### config.mk
export PLATFORM = sky130hd
export DESIGN_NAME = instr_fetch_unit_flat
export DESIGN_NICKNAME = d
export VERILOG_FILES = /design/src/rtl/instr_fetch_unit_if.sv /design/src/rtl/instr_fetch_unit.sv /design/src/flat_wrapper.sv
export SDC_FILE = /design/constraint.sdc
export NUM_CORES = 1
export LEC_CHECK = 0
export CAP_MARGIN = 20
export CORE_MARGIN = 3
export CORE_UTILIZATION = 42
export DETAILED_ROUTE_END_ITERATION = 10
export GPL_ROUTABILITY_DRIVEN = 0
export HOLD_SLACK_MARGIN = 0.1
export PLACE_DENSITY = 0.77
export SLEW_MARGIN = 25
export SYNTH_ARGS = -nofsm -noshare
export SYNTH_HDL_FRONTEND = slang
export SYNTH_SLANG_ARGS = --single-unit
### constraint.sdc
create_clock -name clk -period 2 [get_ports clk]
set_input_delay 0.4 -clock clk [delete_from_list [all_inputs] [get_ports clk]]
set_output_delay 0.4 -clock clk [all_outputs]
set_load 0.01 [all_outputs]
### src/rtl/instr_fetch_unit_if.sv
// rtl/instr_fetch_unit_if.sv - instruction-memory read request/response handshake
interface instr_fetch_unit_if;
    logic        imem_req;
    logic [31:0] imem_addr;
    logic        imem_ack;
    logic        imem_rvalid;
    logic [31:0] imem_rdata;

    modport master (
        output imem_req,
        output imem_addr,
        input  imem_ack,
        input  imem_rvalid,
        input  imem_rdata
    );

    modport slave (
        input  imem_req,
        input  imem_addr,
        output imem_ack,
        output imem_rvalid,
        output imem_rdata
    );
endinterface

### src/rtl/instr_fetch_unit.sv
// rtl/instr_fetch_unit.sv - multicycle core fetch stage: PC, imem read, instruction register
// Optional memory-wait timeout enabled by defining FETCH_TIMEOUT_EN.
module instr_fetch_unit #(
    parameter logic [31:0] RESET_PC       = 32'h0000_0000,
    parameter int unsigned TIMEOUT_CYCLES = 255
) (
    input  logic                       clk,
    input  logic                       rst_n,
    input  logic                       fetch_go,
    input  logic                       pc_load,
    input  logic [31:0]                pc_next,
    instr_fetch_unit_if.master         imem,
    output logic [31:0]                ir,
    output logic [6:0]                 op,
    output logic                       ir_valid,
    output logic [31:0]                pc,
    output logic [31:0]                old_pc,
    output logic                       fetch_err
);

    localparam logic [31:0] NOP = 32'h0000_0013;

    // A zero limit would fault every fetch before memory could answer.
    if (TIMEOUT_CYCLES < 1) begin : g_timeout_range_check
        $error("TIMEOUT_CYCLES must be at least 1");
    end

    typedef enum logic [1:0] {IDLE, REQ, WAIT, ERR} state_t;

    state_t      state_q, state_d;
    logic [31:0] pc_q, pc_d;
    logic [31:0] old_pc_q, old_pc_d;
    logic [31:0] ir_q, ir_d;
    logic        ir_valid_q, ir_valid_d;
    logic        imem_req_q, imem_req_d;
    logic [31:0] imem_addr_q, imem_addr_d;
    logic        fetch_err_q, fetch_err_d;
    logic [31:0] eff_pc;
    logic        capture;

`ifdef FETCH_TIMEOUT_EN
    localparam int CW = (TIMEOUT_CYCLES < 2) ? 1 : $clog2(TIMEOUT_CYCLES + 1);
    localparam logic [CW-1:0] LAST_CNT = CW'(TIMEOUT_CYCLES - 1);
    logic [CW-1:0] cnt_q, cnt_d;
`endif

    always_comb begin
        state_d     = state_q;
        pc_d        = pc_q;
        old_pc_d    = old_pc_q;
        ir_d        = ir_q;
        ir_valid_d  = ir_valid_q;
        imem_req_d  = imem_req_q;
        imem_addr_d = imem_addr_q;
        fetch_err_d = fetch_err_q;
        capture     = 1'b0;
        eff_pc      = pc_load ? pc_next : pc_q;
`ifdef FETCH_TIMEOUT_EN
        cnt_d       = cnt_q;
`endif

        case (state_q)
            IDLE: begin
                if (pc_load) begin
                    pc_d = pc_next;
                end
                if (fetch_go) begin
                    if (eff_pc[1:0] == 2'b00) begin
                        imem_addr_d = eff_pc;
                        imem_req_d  = 1'b1;
                        ir_valid_d  = 1'b0;
                        state_d     = REQ;
`ifdef FETCH_TIMEOUT_EN
                        cnt_d       = '0;
`endif
                    end else begin
                        fetch_err_d = 1'b1;
                        state_d     = ERR;
                    end
                end
            end
            REQ: begin
                if (imem.imem_ack) begin
                    imem_req_d = 1'b0;
                    if (imem.imem_rvalid) begin
                        capture = 1'b1;
                    end else begin
                        state_d = WAIT;
                    end
                end
            end
            WAIT: begin
                if (imem.imem_rvalid) begin
                    capture = 1'b1;
                end
            end
            ERR: begin
                if (pc_load && (pc_next[1:0] == 2'b00)) begin
                    pc_d        = pc_next;
                    fetch_err_d = 1'b0;
                    state_d     = IDLE;
                end
            end
            default: state_d = IDLE;
        endcase

        // The held request address is the fetched instruction's own PC.
        if (capture) begin
            ir_d       = imem.imem_rdata;
            old_pc_d   = imem_addr_q;
            pc_d       = imem_addr_q + 32'd4;
            ir_valid_d = 1'b1;
            state_d    = IDLE;
        end

`ifdef FETCH_TIMEOUT_EN
        if ((state_q == REQ) || (state_q == WAIT)) begin
            cnt_d = cnt_q + 1'b1;
            if (!capture && (cnt_q == LAST_CNT)) begin
                imem_req_d  = 1'b0;
                fetch_err_d = 1'b1;
                state_d     = ERR;
            end
        end
`endif
    end

    always_ff @(posedge clk or negedge rst_n) begin
        if (!rst_n) begin
            state_q     <= IDLE;
            pc_q        <= RESET_PC;
            old_pc_q    <= RESET_PC;
            ir_q        <= NOP;
            ir_valid_q  <= 1'b0;
            imem_req_q  <= 1'b0;
            imem_addr_q <= RESET_PC;
            fetch_err_q <= 1'b0;
`ifdef FETCH_TIMEOUT_EN
            cnt_q       <= '0;
`endif
        end else begin
            state_q     <= state_d;
            pc_q        <= pc_d;
            old_pc_q    <= old_pc_d;
            ir_q        <= ir_d;
            ir_valid_q  <= ir_valid_d;
            imem_req_q  <= imem_req_d;
            imem_addr_q <= imem_addr_d;
            fetch_err_q <= fetch_err_d;
`ifdef FETCH_TIMEOUT_EN
            cnt_q       <= cnt_d;
`endif
        end
    end

    assign imem.imem_req  = imem_req_q;
    assign imem.imem_addr = imem_addr_q;
    assign ir             = ir_q;
    assign op             = ir_q[6:0];
    assign ir_valid       = ir_valid_q;
    assign pc             = pc_q;
    assign old_pc         = old_pc_q;
    assign fetch_err      = fetch_err_q;

endmodule
### src/flat_wrapper.sv
// flat-port wrapper written by rule: the top's interface ports become plain ports
module instr_fetch_unit_flat 
#(
    parameter logic [31:0] RESET_PC       = 32'h0000_0000,
    parameter int unsigned TIMEOUT_CYCLES = 255
)
  (clk, rst_n, fetch_go, pc_load, pc_next, ir, op, ir_valid, pc, old_pc, fetch_err, imem_imem_req, imem_imem_addr, imem_imem_ack, imem_imem_rvalid, imem_imem_rdata);
  instr_fetch_unit_if imem_i ();
  input  logic clk;
  input  logic rst_n;
  input  logic fetch_go;
  input  logic pc_load;
  input  logic [31:0] pc_next;
  output logic [31:0] ir;
  output logic [6:0] op;
  output logic ir_valid;
  output logic [31:0] pc;
  output logic [31:0] old_pc;
  output logic fetch_err;
  output wire logic [$bits(imem_i.imem_req)-1:0] imem_imem_req;
  output wire logic [$bits(imem_i.imem_addr)-1:0] imem_imem_addr;
  input wire logic [$bits(imem_i.imem_ack)-1:0] imem_imem_ack;
  input wire logic [$bits(imem_i.imem_rvalid)-1:0] imem_imem_rvalid;
  input wire logic [$bits(imem_i.imem_rdata)-1:0] imem_imem_rdata;
  assign imem_imem_req = imem_i.imem_req;
  assign imem_imem_addr = imem_i.imem_addr;
  assign imem_i.imem_ack = imem_imem_ack;
  assign imem_i.imem_rvalid = imem_imem_rvalid;
  assign imem_i.imem_rdata = imem_imem_rdata;
  instr_fetch_unit #(.RESET_PC(RESET_PC), .TIMEOUT_CYCLES(TIMEOUT_CYCLES)) u_core (.clk(clk), .rst_n(rst_n), .fetch_go(fetch_go), .pc_load(pc_load), .pc_next(pc_next), .imem(imem_i), .ir(ir), .op(op), .ir_valid(ir_valid), .pc(pc), .old_pc(old_pc), .fetch_err(fetch_err));
endmodule
Word-level counts from Yosys, hierarchy flattened
Cells that the tools add are included.
Storage, ports and cells
  register bits after elaboration: 133
  bits in latches: 0
  bits in writable memories: 0
  memory bits (read-only): 0
  input bits: 70
  logic and storage cells: 64
  memories: 0
Cells by class
  add/sub/neg operators: 1
  $mul: 0
  div/mod/pow operators: 0
  $lt $le $gt $ge: 0
  equality and inequality tests: 12
  shifts and indexed selects: 0
  mux-type cells: 26
  bitwise logic cells: 0
  reductions and logical operators: 17
Operators with widths (count)
  32-bit two-way mux: 3
  32-bit one-hot mux with 2 select lines: 1
  32-bit by 3-bit adder with 32-bit output, second input constant: 1
  1-bit two-way mux: 12
  2-bit two-way mux: 6
  2-bit nonzero test: 5
  3-bit by 2-bit inequality test with 1-bit output, second input constant: 3
  4-bit AND reduction: 2
  2-bit logical NOT: 3
  2-bit inequality test, second input constant: 3
  1-bit one-hot mux with 2 select lines: 3
  2-bit one-hot mux with 3 select lines: 1
  3-bit AND reduction: 2
  5-bit AND reduction: 1
  2-bit == test, second input constant: 2
  2-bit by 1-bit inequality test with 1-bit output, second input constant: 2
  4-bit nonzero test: 1
  3-bit by 1-bit inequality test with 1-bit output, second input constant: 1
  3-bit nonzero test: 1
  2-bit by 1-bit == test with 1-bit output, second input constant: 1
  2-bit AND reduction: 1
  1-bit logical AND: 1

Longest topological paths before layout
Gate-level depths: netlist of run 1.
  depth in word-level cells: 6
  depth in mapped cells: 9
  mapped depth without buffers: 6

Worst setup path before layout of run 1
Ideal clock, no wire load.
  kind: register to register
  start: register u_core.imem_addr_q[4] (netlist: u_core.imem.imem_addr[4])
  end: register u_core.pc_q[31] (netlist: u_core.pc[31])
  library setup time: 0.082 ns
  arrival: 1.981 ns
  required time: 1.918 ns
  setup slack: -0.063 ns
  stages on the path, launching flop included: 7
  buffers on the path: 2
  cell sequence: dfrtp_1 -> buf_2 -> nand4_2 -> or4_1 -> buf_2 -> or4_1 -> a31oi_1
On the way
  cells in the longest elaborated chain, start to end: 2
Ends and longest elaborated chain
  start: declaration: RTL line instr_fetch_unit.sv:36  | logic [31:0] imem_addr_q, imem_addr_d;
  start signal: assignment: RTL line instr_fetch_unit.sv:148  | imem_addr_q <= imem_addr_d;
  32-bit by 3-bit adder with 32-bit output: RTL line instr_fetch_unit.sv:111  | pc_d = imem_addr_q + 32'd4;
  32-bit two-way mux: RTL line instr_fetch_unit.sv:108  | if (capture) begin
  end signal: assignment: RTL line instr_fetch_unit.sv:143  | pc_q <= pc_d;
  end: declaration: RTL line instr_fetch_unit.sv:31  | logic [31:0] pc_q, pc_d;
Every way passes these cells.
A chain may end at the register's enable or synchronous reset.

Worst setup path in the final report of run 1
  start: register u_core.imem_addr_q[5] (netlist: u_core.imem.imem_addr[5])
  end: register u_core.pc_q[29] (netlist: u_core.pc[29])
Same word-level chain as after synthesis.

==> metrics.log, run 1 <==
[metrics] result of the run: complete, no violations
[metrics] total half-perimeter wirelength after legalization and detailed placement: 14.01 mm
[metrics] number of nets with antenna violations after routing: 0
[metrics] setup repair after global routing missed its margin: no
[metrics] post-DR vias/cell: 5.359
[metrics] antenna violations before repair: 0
[metrics] detailed router's first-iteration violation count: 430
[metrics] number of flops mapped to enable cells by yosys: 0
[metrics] area of the core region: 14,700 µm²
[metrics] Yosys reg bits: 133
[metrics] total congestion overflow after global routing: 0
[metrics] slew at the pin with the worst max-slew slack: 0.5026 ns
[metrics] clock latency on the worst-skew pair: 0.41 ns
[metrics] total of warnings raised by yosys: 0
[metrics] delay of the slowest critical-path stage: 0.70 ns
[metrics] number of unique standard cell types used by synthesis: 42
[metrics] type of the tightest min-delay check: flop to flop
[metrics] DRT Wirelength: 19.46 mm
[metrics] final clock skew: 0.006344 ns
[metrics] number of failing setup endpoints in the final timing report: 0
[metrics] most frequent cells in the layout: sky130_fd_sc_hd__nand2_1 (226), sky130_fd_sc_hd__clkdlybuf4s50_1 (203), sky130_fd_sc_hd__dfrtp_1 (128)
[metrics] fraction of the yosys area taken by sequential cells: 52.21%
[metrics] ys flop type: sky130_fd_sc_hd__dfrtp_1
[metrics] post-synthesis async set-or-reset flop share: 100.0%
[metrics] H-tree depth reported by CTS: 4
[metrics] clock sinks: 133
[metrics] maximum achievable frequency: 514.9 MHz
[metrics] final net count: 1,014
[metrics] Initial Utilization: 43.42%
[metrics] x dimension of the die: 129.3 µm
[metrics] total of buffers placed on input and output ports: 207
[metrics] part of the cycle the worst path needs: 97.10%
[metrics] shortest clock period the worst path allows after layout: 1.942 ns
[metrics] CTS root buf: sky130_fd_sc_hd__clkbuf_16
[metrics] buffer levels on the longest clock path: 2
[metrics] number of max-cap violations: 0
[metrics] total DRC errors in the routed layout: 0
[metrics] overall global routing resource usage: 23.78%
[metrics] biggest fanout along the worst timing path: 8
[metrics] Relative slew margins: 66.35%
[metrics] Cell Rows: 44
[metrics] leading cell type in the layout, fill and taps excluded: sky130_fd_sc_hd__nand2_1
[metrics] global-route wire length before repair: 31.38 mm
[metrics] Net Count, Synth: 772
[metrics] Hold Violations, Final: 0
[metrics] final cell count without fillers: 1,136
[metrics] utilization after layout: 65.93%
[metrics] placed insts: 1,101
[metrics] leakage power figure: 4.543 nW
[metrics] sum of negative setup slack: 0 ns
[metrics] Die Footprint: 16,710 µm²
[metrics] power density over the cells: 1632 nW/µm²
[metrics] cell with the largest stage delay on the worst path: sky130_fd_sc_hd__or4_1
[metrics] IR Drop Worst-Case VDD: 0.0007629 V
[metrics] share of layout cells above drive strength 1: 12.82%
[metrics] largest net degree at the start of global routing: 48
[metrics] height of the die: 129.3 µm
[metrics] post-synthesis instance area: 6382 µm²
[metrics] antenna fix cells: 0
[metrics] power consumption: 0.01582 W
[metrics] cell-by-cell listing of the critical path: nand4_4 > or4_1 > or4_1 > a31oi_1
[metrics] crit end category: flop
[metrics] most frequent cell on the critical path: sky130_fd_sc_hd__or4_1
[metrics] critical path type: flop to flop
[metrics] Worst setup SP type: flop
[metrics] number of instances in the synthesized netlist: 697
[metrics] Mean Syn Cell Area: 9.157 µm²
[metrics] synthesis-to-finish area growth: 51.85%
[metrics] Final Slew Violations: 0
[metrics] placed inst area: 9072 µm²
[metrics] via count of the first global-routing pass: 6,028
[metrics] clock buffer count from CTS: 17
[metrics] TritonCTS clock tree: built
[metrics] critical path arrival: 2.27 ns
[metrics] cell area after layout: 9692 µm²
[metrics] via total after detailed routing: 6,088
[metrics] Worst-path clk slew: 0.06 ns
[metrics] endpoint required time on the critical path: 2.33 ns
[metrics] I/O pins: 208
[metrics] first-pass iteration count of the detailed router: 7
[metrics] Routed wire per std cell: 17.13 µm
[cell type report]
class                           count  area [µm²]
Clock buffer                       21       470.5
Clock inverter                     11       100.1
Inverter                            8       30.03
Fill cell                        1172        5007
Multi-Input combinational cell    503        2820
Sequential cell                   133        3334
Tap cell                          184       230.2
Timing Repair Buffer              276        2706
[critical path: cells and delay by family, from the launching register on]
kind	cells	cell delay, ns
AND/OR/NAND/NOR	3	1.28
AO/OA/AOI/OAI	1	0.19
flip-flops	1	0.39
[cell families (layout without fill, tap and decap cells)]
family / Yosys count / in the layout / synth area share, %
simple gates: 326 / 326 / 23.05
flops: 133 / 133 / 52.21
compound gates: 120 / 120 / 11.68
buf+inv: 61 / 316 / 4.097
mux: 42 / 42 / 6.606
xor+xnor: 10 / 10 / 1.372
fa+ha+maj: 5 / 5 / 0.9802
[state kept, by name, summed over array words and instances (netlist names)]
register,flops
u_core.imem.imem_req,1
u_core.state_q,2
u_core.ir_valid,1
u_core.ir,32
u_core.pc,32
u_core.old_pc,32
u_core.fetch_err,1
u_core.imem.imem_addr,32
[per-stage QoR]
stage               setup slack [ns]  hold WS [ns]
floorplan                    0.01099        0.1044
global placement             -0.2754        0.3786
detailed placement           -0.2772        0.3734
CTS                          0.02393        0.4683
global route                0.002155        0.4898
finish                       0.05805        0.4641
[per-layer routing]
metal	vias up	share of wire (%)	GRT usage (%)
met2	219	49	38.51
met3	32	5.8	5.276
met1	2940	43	31.44
li1	2897	-	-
met4	0	2.3	8.894
met5	-	0	0
[worst paths after layout]
check,from,endpoint,slack (ns),cells past startpoint
min,u_core.ir[0],u_core.ir[0],0.46,2
min reg2reg,u_core.ir[0],u_core.ir[0],0.46,2
max,u_core.imem.imem_addr[5],u_core.pc[29],0.06,4
max in group asynchronous,rst_n,u_core.ir[0],0.80,3
min in group asynchronous,rst_n,u_core.old_pc[7],0.49,2
max reg2reg,u_core.imem.imem_addr[5],u_core.pc[29],0.06,4
[cells in the mapped netlist, types with 7 or more instances]
master	n	area, µm²
sky130_fd_sc_hd__a21oi_1	10	50.05
sky130_fd_sc_hd__o21ai_0	49	245.2
sky130_fd_sc_hd__inv_1	8	30.03
sky130_fd_sc_hd__mux2i_1	41	410.4
sky130_fd_sc_hd__buf_4	7	52.55
sky130_fd_sc_hd__nand3_1	17	85.08
sky130_fd_sc_hd__clkbuf_1	40	150.1
sky130_fd_sc_hd__dfrtp_1	130	3253
sky130_fd_sc_hd__a211oi_1	27	202.7
sky130_fd_sc_hd__a31oi_1	14	87.58
sky130_fd_sc_hd__o31ai_1	9	67.56
sky130_fd_sc_hd__or4_1	10	75.07
sky130_fd_sc_hd__and3_1	25	156.4
sky130_fd_sc_hd__nand2_1	229	859.6
[power breakdown]
| part | leakage [nW] | switching [W] | internal [W] |
|---|---|---|---|
| Sequential | 1.66 | 0.000907 | 0.00395 |
| Combinational | 2.60 | 0.00382 | 0.00415 |
| Clock | 0.280 | 0.00118 | 0.00181 |
| Total | 4.54 | 0.00591 | 0.00991 |
[timing repair]
action,in CTS,in global routing
hold buffers,1,0
endpoints found under the hold margin,40,0
endpoints found under the setup margin,0,42
buffers inserted,0,2
gates resized for setup,0,8
Note: power is estimated with default switching activity, not from simulation.
==> inputs of run 2 (changes only) <==
- REMOVE_ABC_BUFFERS: unset -> 1
==> run 2 against run 1 <==
Fmax rose by 0.44%. Via count fell by 1.8%. Flip-flop and latch count did not move. Largest cell class unchanged. Total power rose by 2.1%. Sequential power barely moved. Highest routed layer unchanged. Critical endpoint is now imem_imem_addr[3]. First-iteration DRC count fell by 17%.
==> metrics.log, run 2 (synthesis gave the netlist of run 1 again) <==
[metrics] Relative slew margins: 64.19%
[metrics] reg-to-reg endpoint: u_core.pc[26]
[metrics] clock latency on the worst-skew pair: 0.43 ns
[metrics] number of max-cap violations: 0
[metrics] total DRC errors in the routed layout: 0
[metrics] Fillers: 1,185
[metrics] clock group share of total power: 20.9%
[metrics] maximum achievable frequency: 517.2 MHz
[metrics] clock buffer count from CTS: 17
[metrics] sum of negative setup slack: 0 ns
[metrics] post-DR vias/cell: 5.274
[metrics] length in cells of the worst reg-to-reg path: 6
[metrics] Hold Violations, Final: 0
[metrics] shortest clock period the worst path allows after layout: 1.933 ns
[metrics] final clock skew: 0.007950 ns
[metrics] total of buffers placed on input and output ports: 207
[metrics] internal cell power: 0.01028 W
[metrics] IR Drop Worst-Case VDD: 0.0006628 V
[metrics] Die Footprint: 16,710 µm²
[metrics] area used by sequential logic in the layout: 3334 µm²
[metrics] CTS root buf: sky130_fd_sc_hd__clkbuf_16
[metrics] critical path arrival: 1.53 ns
[metrics] part of the cycle the worst path needs: 96.67%
[metrics] cell family with most CP delay: buffers and inverters
[metrics] delay of the slowest critical-path stage: 0.53 ns
[metrics] H-tree depth reported by CTS: 4
[metrics] result of the run: complete, no violations
[metrics] Routed wire per std cell: 17.20 µm
[metrics] via total after detailed routing: 5,981
[metrics] Worst-path clk slew: 0.06 ns
[metrics] type of the tightest min-delay check: flop to flop
[metrics] register share of total power: 30.0%
[metrics] power density over the cells: 1656 nW/µm²
[metrics] first-pass iteration count of the detailed router: 5
[metrics] detailed router's first-iteration violation count: 355
[metrics] total congestion overflow after global routing: 0
[metrics] Initial Utilization: 43.42%
[metrics] buffer levels on the longest clock path: 2
[metrics] critical hold path startpoint: u_core.ir[1]
[metrics] x dimension of the die: 129.3 µm
[metrics] final net count: 1,012
[metrics] number of failing setup endpoints in the final timing report: 0
[metrics] Comb power frac: 49.1%
[metrics] share of layout cells above drive strength 1: 12.53%
[metrics] clock sinks: 133
[metrics] setup repair after global routing missed its margin: no
[metrics] DRT Wirelength: 19.50 mm
[metrics] overall global routing resource usage: 23.32%
[metrics] Buf/Inv on CP: 2
[metrics] launch point of the worst reg-to-reg path: u_core.imem.imem_addr[3]
[metrics] NetSw: 0.005862 W
[metrics] via count of the first global-routing pass: 5,898
[metrics] hold-critical path depth: 2
[metrics] crit end category: output pin
[metrics] TritonCTS clock tree: built
[metrics] slew at the pin with the worst max-slew slack: 0.5371 ns
[metrics] area of the core region: 14,700 µm²
[metrics] I/O pins: 208
[metrics] Cell Rows: 44
[metrics] height of the die: 129.3 µm
[metrics] leakage power figure: 4.538 nW
[metrics] largest net degree at the start of global routing: 55
[metrics] Final Slew Violations: 0
[metrics] critical path type: flop to output pin
[metrics] internal reg-to-reg setup slack: 0.11 ns
[metrics] most frequent cells in the layout: sky130_fd_sc_hd__nand2_1 (228), sky130_fd_sc_hd__clkdlybuf4s50_1 (205), sky130_fd_sc_hd__dfrtp_1 (128)
[metrics] endpoint required time on the critical path: 1.60 ns
[metrics] number of nets with antenna violations after routing: 0
[metrics] cell-by-cell listing of the critical path: buf_4 > clkdlybuf4s50_1
[metrics] multi-input logic area: 2810 µm²
[metrics] total half-perimeter wirelength after legalization and detailed placement: 13.77 mm
[metrics] antenna fix cells: 0
[metrics] Sw Ratio: 36.31%
[metrics] synthesis-to-finish area growth: 52.77%
[metrics] logic depth of the worst setup path including buffers: 2
[metrics] biggest fanout along the worst timing path: 4
[metrics] Worst setup SP type: flop
[metrics] leading cell type in the layout, fill and taps excluded: sky130_fd_sc_hd__nand2_1
[metrics] global-route wire length before repair: 30.46 mm
[metrics] worst-case setup margin in the final layout: 0.06651 ns
[metrics] cell with the largest stage delay on the worst path: sky130_fd_sc_hd__clkdlybuf4s50_1
[metrics] antenna violations before repair: 0
[metrics] capture endpoint of the worst hold path: u_core.ir[1]
[metrics] Worst Setup Slack post-DPL: -0.2930 ns
==> run 2: changes by cell type in the layout (fill, tap and decap cells not counted), sizes merged, moves of 2 or more <==
cell           change
buf                -3
bufinv             +3
clkdlybuf4s50      +2
clkinv             -2
dlymetal6s2s       -2
==> run 2: worst min-delay path: cells and delay by family (launching register included) <==
family	cells	cell delay, ns
flip-flops	1	0.37
AND/OR/NAND/NOR	2	0.09
==> run 2: power groups by stage <==
stage	clock (W)	combinational [W]	sequential (W)
finish	0.00338	0.00793	0.00484
global route	0.00356	0.00863	0.00499
CTS	0.00343	0.00794	0.00483
detailed placement	0	0.00790	0.00486
global placement	0	0.00774	0.00481
floorplan	0	0.00264	0.00553
==> run 2: routing by layer <==
metal	vias up	wire (µm)	track usage [%]
met1	2843	8318	29.67
li1	2879	-	-
met5	-	0	0
met2	228	9117	37.38
met4	0	321	8.091
met3	31	1743	7.873
==> run 2: worst max-delay path by stage <==
stage                                    startpoint                 end  slack (ns)
after floorplan                   u_core.state_q[0]       u_core.pc[21]       -1.48
after global placement                   pc_next[1]   u_core.state_q[0]       -0.29
after detailed placement                 pc_next[1]   u_core.state_q[0]       -0.29
after CTS                 u_core.imem.imem_addr[24]  imem_imem_addr[24]        0.02
after global routing              u_core.state_q[0]       u_core.pc[21]       0.003
final                      u_core.imem.imem_addr[3]   imem_imem_addr[3]        0.07
==> run 2: per-stage QoR <==
stage	power [W]	instance area [µm²]	util, %	hold WS (ns)	std cells
floorplan	0.008170	6151	-	0.1044	644
global placement	0.01255	9067	61.69	0.4072	1098
detailed placement	0.01275	9067	61.69	0.4045	1098
CTS	0.01620	9719	66.12	0.4604	1131
global route	0.01718	9751	66.33	0.4790	1134
finish	0.01614	9751	66.33	0.4664	1134
==> run 2: what timing repair did <==
item                                    in CTS  in global routing
hold endpoints to repair                    49                  0
hold buffers                                 1                  0
endpoints found under the setup margin       0                 19
resized for setup                            0                  4
setup buffers                                0                  2
==> run 2: final cells by class <==
type	count	share of cell area [%]
sequential	133	34.20
multi-input combinational	504	28.82
timing repair buffer	273	27.73
clock buffer	20	4.786
tap	184	2.361
clock inverter	12	1.796
inverter	8	0.3080
==> inputs of run 3 (changes only) <==
- ABC_AREA: unset -> 1
- CORE_UTILIZATION: 42 -> 44
- PLACE_DENSITY: 0.77 -> 0.76
- TNS_END_PERCENT: unset -> 5
==> run 3 against run 2 <==
Clock skew up 0.0019 ns. Combinational power up 26%. Largest power group unchanged. Worst setup slack better by 0.020 ns. Flip-flop and latch count unchanged. Critical endpoint is now u_core.pc[20]. Register-to-register slack worse by 0.02 ns. Global-route usage up 2.9 points.
==> metrics.log, run 3 <==
[metrics] Synth top area share: 44.86%
[metrics] Yosys reg bits: 133
[metrics] critical path type: flop to flop
[metrics] clock latency on the worst-skew pair: 0.43 ns
[metrics] placed insts: 1,473
[metrics] final net count: 1,352
[metrics] cell types with the largest area share after synthesis: sky130_fd_sc_hd__dfrtp_1 (45%), sky130_fd_sc_hd__nand2_1 (21%), sky130_fd_sc_hd__nor2_1 (7.1%), sky130_fd_sc_hd__nand3_1 (4.1%), sky130_fd_sc_hd__inv_1 (4.0%)
[metrics] count of buffers added by post-CTS timing repair for setup: 0
[metrics] combinational family with the most area after synthesis: simple AND/OR/NAND/NOR gates
[metrics] Die Footprint: 18,060 µm²
[metrics] antenna fix cells: 0
[metrics] Final Slew Violations: 0
[metrics] synthesis-to-finish area growth: 47.57%
[metrics] total congestion overflow after global routing: 0
[metrics] I/O pins: 208
[metrics] setup repair after global routing missed its margin: yes
[metrics] library cell with the largest summed area after synthesis: sky130_fd_sc_hd__dfrtp_1
[metrics] parity-gate share of the synthesized area counting xor and xnor cells: 0.2415%
[metrics] Worst Setup Slack post-DPL: -0.1408 ns
[metrics] result of the run: complete, no violations
[metrics] Relative slew margins: 69.24%
[metrics] reg-to-reg endpoint: u_core.pc[20]
[metrics] buffer levels on the longest clock path: 2
[metrics] final clock skew: 0.009886 ns
[metrics] x dimension of the die: 134.4 µm
[metrics] total half-perimeter wirelength after legalization and detailed placement: 17.06 mm
[metrics] TritonCTS clock tree: built
[metrics] part of the cycle the worst path needs: 95.65%
[metrics] crit path capture: u_core.pc[20]
[metrics] largest net degree at the start of global routing: 46
[metrics] total DRC errors in the routed layout: 0
[metrics] Cell Rows: 46
[metrics] Mean Syn Cell Area: 7.054 µm²
[metrics] hold_ws: 0.4724 ns
[metrics] number of instances in the synthesized netlist: 1,028
[metrics] clock buffer count from CTS: 17
[metrics] overall global routing resource usage: 26.19%
[metrics] first-pass iteration count of the detailed router: 5
[metrics] multiplexer share of the synthesized area: 0%
[metrics] antenna violations before repair: 1
[metrics] number of max-cap violations: 0
[metrics] complex-gate fraction of the synthesized area: 7.937%
[metrics] Hold Violations, Final: 0
[metrics] total of buffers placed on input and output ports: 207
[metrics] share of layout cells above drive strength 1: 11.94%
[metrics] critical path arrival: 2.24 ns
[metrics] area share of and/or/nand/nor cells after synthesis: 36.54%
[metrics] type of the tightest min-delay check: primary input to async pin
[metrics] post-DR vias/cell: 4.987
[metrics] Adder-Cell Fraction of Synth Area: 0.8627%
[metrics] most frequent cells in the layout: sky130_fd_sc_hd__nand2_1 (399), sky130_fd_sc_hd__clkdlybuf4s50_1 (206), sky130_fd_sc_hd__nor2_1 (135)
[metrics] Initial Utilization: 45.32%
[metrics] final cell count without fillers: 1,506
[metrics] detailed router's first-iteration violation count: 556
[metrics] leading cell type in the layout, fill and taps excluded: sky130_fd_sc_hd__nand2_1
[metrics] global-route wire length before repair: 37.20 mm
[metrics] leakage power figure: 5.149 nW
[metrics] internal reg-to-reg setup slack: 0.09 ns
[metrics] crit end category: flop
[metrics] fraction of the yosys area taken by sequential cells: 45.95%
[metrics] maximum achievable frequency: 522.7 MHz
[metrics] biggest fanout along the worst timing path: 23
[metrics] length in cells of the worst reg-to-reg path: 10
[metrics] top cell types by occurrence after synthesis: sky130_fd_sc_hd__nand2_1 (399), sky130_fd_sc_hd__nor2_1 (137), sky130_fd_sc_hd__dfrtp_1 (130)
[metrics] utilization after layout: 66.88%
[metrics] total of warnings raised by yosys: 0
[metrics] via total after detailed routing: 7,510
[metrics] most common cell in the synthesized netlist: sky130_fd_sc_hd__nand2_1
[metrics] post-synthesis instance area: 7252 µm²
[metrics] number of unique standard cell types used by synthesis: 35
[metrics] shortest clock period the worst path allows after layout: 1.913 ns
[metrics] area of the core region: 16,000 µm²
[metrics] Worst-path clk slew: 0.06 ns
[metrics] number of flops mapped to enable cells by yosys: 0
[metrics] DRT Wirelength: 23.16 mm
[metrics] via count of the first global-routing pass: 7,307
[metrics] launch point of the worst reg-to-reg path: u_core.state_q[0]
[metrics] Worst setup SP type: flop
[metrics] CTS root buf: sky130_fd_sc_hd__clkbuf_16
[metrics] IR Drop Worst-Case VDD: 0.0007956 V
[metrics] number of failing setup endpoints in the final timing report: 0
[metrics] ys flop type: sky130_fd_sc_hd__dfrtp_1
[metrics] worst-case setup margin in the final layout: 0.08699 ns
[metrics] post-synthesis async set-or-reset flop share: 100.0%
[metrics] Routed wire per std cell: 15.38 µm
[metrics] clock sinks: 133
[metrics] power density over the cells: 1742 nW/µm²
[metrics] H-tree depth reported by CTS: 4
[metrics] endpoint required time on the critical path: 2.32 ns
[metrics] slew at the pin with the worst max-slew slack: 0.4614 ns
[metrics] height of the die: 134.4 µm
[metrics] start point of the critical path: u_core.state_q[0]
[metrics] number of nets with antenna violations after routing: 0
==> run 3: changes by cell type after synthesis, moves of 19 or more <==
cell                       delta
sky130_fd_sc_hd__or2_2       +20
sky130_fd_sc_hd__inv_1       +70
sky130_fd_sc_hd__mux2i_1     -41
sky130_fd_sc_hd__and3_1      -25
sky130_fd_sc_hd__clkbuf_1    -38
sky130_fd_sc_hd__o21ai_1     +36
sky130_fd_sc_hd__nand2_1    +170
sky130_fd_sc_hd__buf_2       +19
sky130_fd_sc_hd__a211oi_1    -27
sky130_fd_sc_hd__nand3_1     +43
sky130_fd_sc_hd__nor2_1     +132
==> run 3: metrics by stage <==
step	total power, W	setup TNS (ns)	cell area [µm²]
2_1_floorplan	0.009719	-70.02	6952
3_3_place_gp	0.01493	-1.927	10040
3_5_place_dp	0.01517	-3.728	10040
4_1_cts	0.01867	0	10690
5_1_grt	0.02000	-0.02309	10700
6_report	0.01864	0	10700
==> run 3: worst max-delay path, stage by stage (launching register included) <==
cell	delay [ns]
sky130_fd_sc_hd__dfrtp_2	0.42
sky130_fd_sc_hd__inv_1	0.08
sky130_fd_sc_hd__ha_1	0.33
sky130_fd_sc_hd__nand2_2	0.12
sky130_fd_sc_hd__inv_2	0.05
sky130_fd_sc_hd__nand2_4	0.14
sky130_fd_sc_hd__o21ai_4	0.11
sky130_fd_sc_hd__buf_12	0.17
sky130_fd_sc_hd__or2_2	0.28
sky130_fd_sc_hd__nand2_1	0.07
sky130_fd_sc_hd__inv_1	0.03
==> run 3: layout make-up <==
cell class,instances,area (µm²)
multi-input combinational,762,3333
clock inverter,14,196.4
sequential,133,3333
clock buffer,18,439.2
fill,1368,5299
inverter,83,314.1
timing repair buffer,280,2815
tap,216,270.3
==> run 3: how the worst min path moves through the flow <==
stage                             from  slack [ns]                 to
global placement                 rst_n        0.36  u_core.old_pc[16]
floorplan                        rst_n        0.10   u_core.fetch_err
finish                           rst_n        0.47  u_core.old_pc[24]
CTS                 imem_imem_rdata[0]        0.47       u_core.ir[0]
global route        imem_imem_rdata[0]        0.48       u_core.ir[0]
detailed placement               rst_n        0.36  u_core.old_pc[16]
==> run 3: kinds of logic (layout without fill, tap and decap cells) <==
kind of cell,count (synthesis),in the layout
AND/OR/NAND/NOR,646,646
flip-flops,133,133
buffers and inverters,133,395
AO/OA/AOI/OAI,109,109
adder cells (fa/ha/maj),5,5
XOR/XNOR,2,2
==> run 3: where the power goes <==
part	total, W	leakage [nW]	internal, W	switching [W]
Combinational	0.00999	3.26	0.00491	0.00507
Clock	0.00341	0.304	0.00213	0.00128
Sequential	0.00525	1.58	0.00404	0.00120
Total	0.0186	5.15	0.0111	0.00755
==> run 3: layer usage <==
metal	GRT usage, %	wire [µm]	vias to the layer above
met2	42.09	10630	371
met3	9.602	2369	42
met1	32.95	9623	3419
met4	8.541	514	2
met5	0	20	-
li1	-	-	3676
==> run 3: repair_timing <==
action                     4_1_cts  5_1_grt
gates resized for setup          0        5
setup endpoints to repair        0       26
hold endpoints to repair        42        0
hold buffers                     1        0
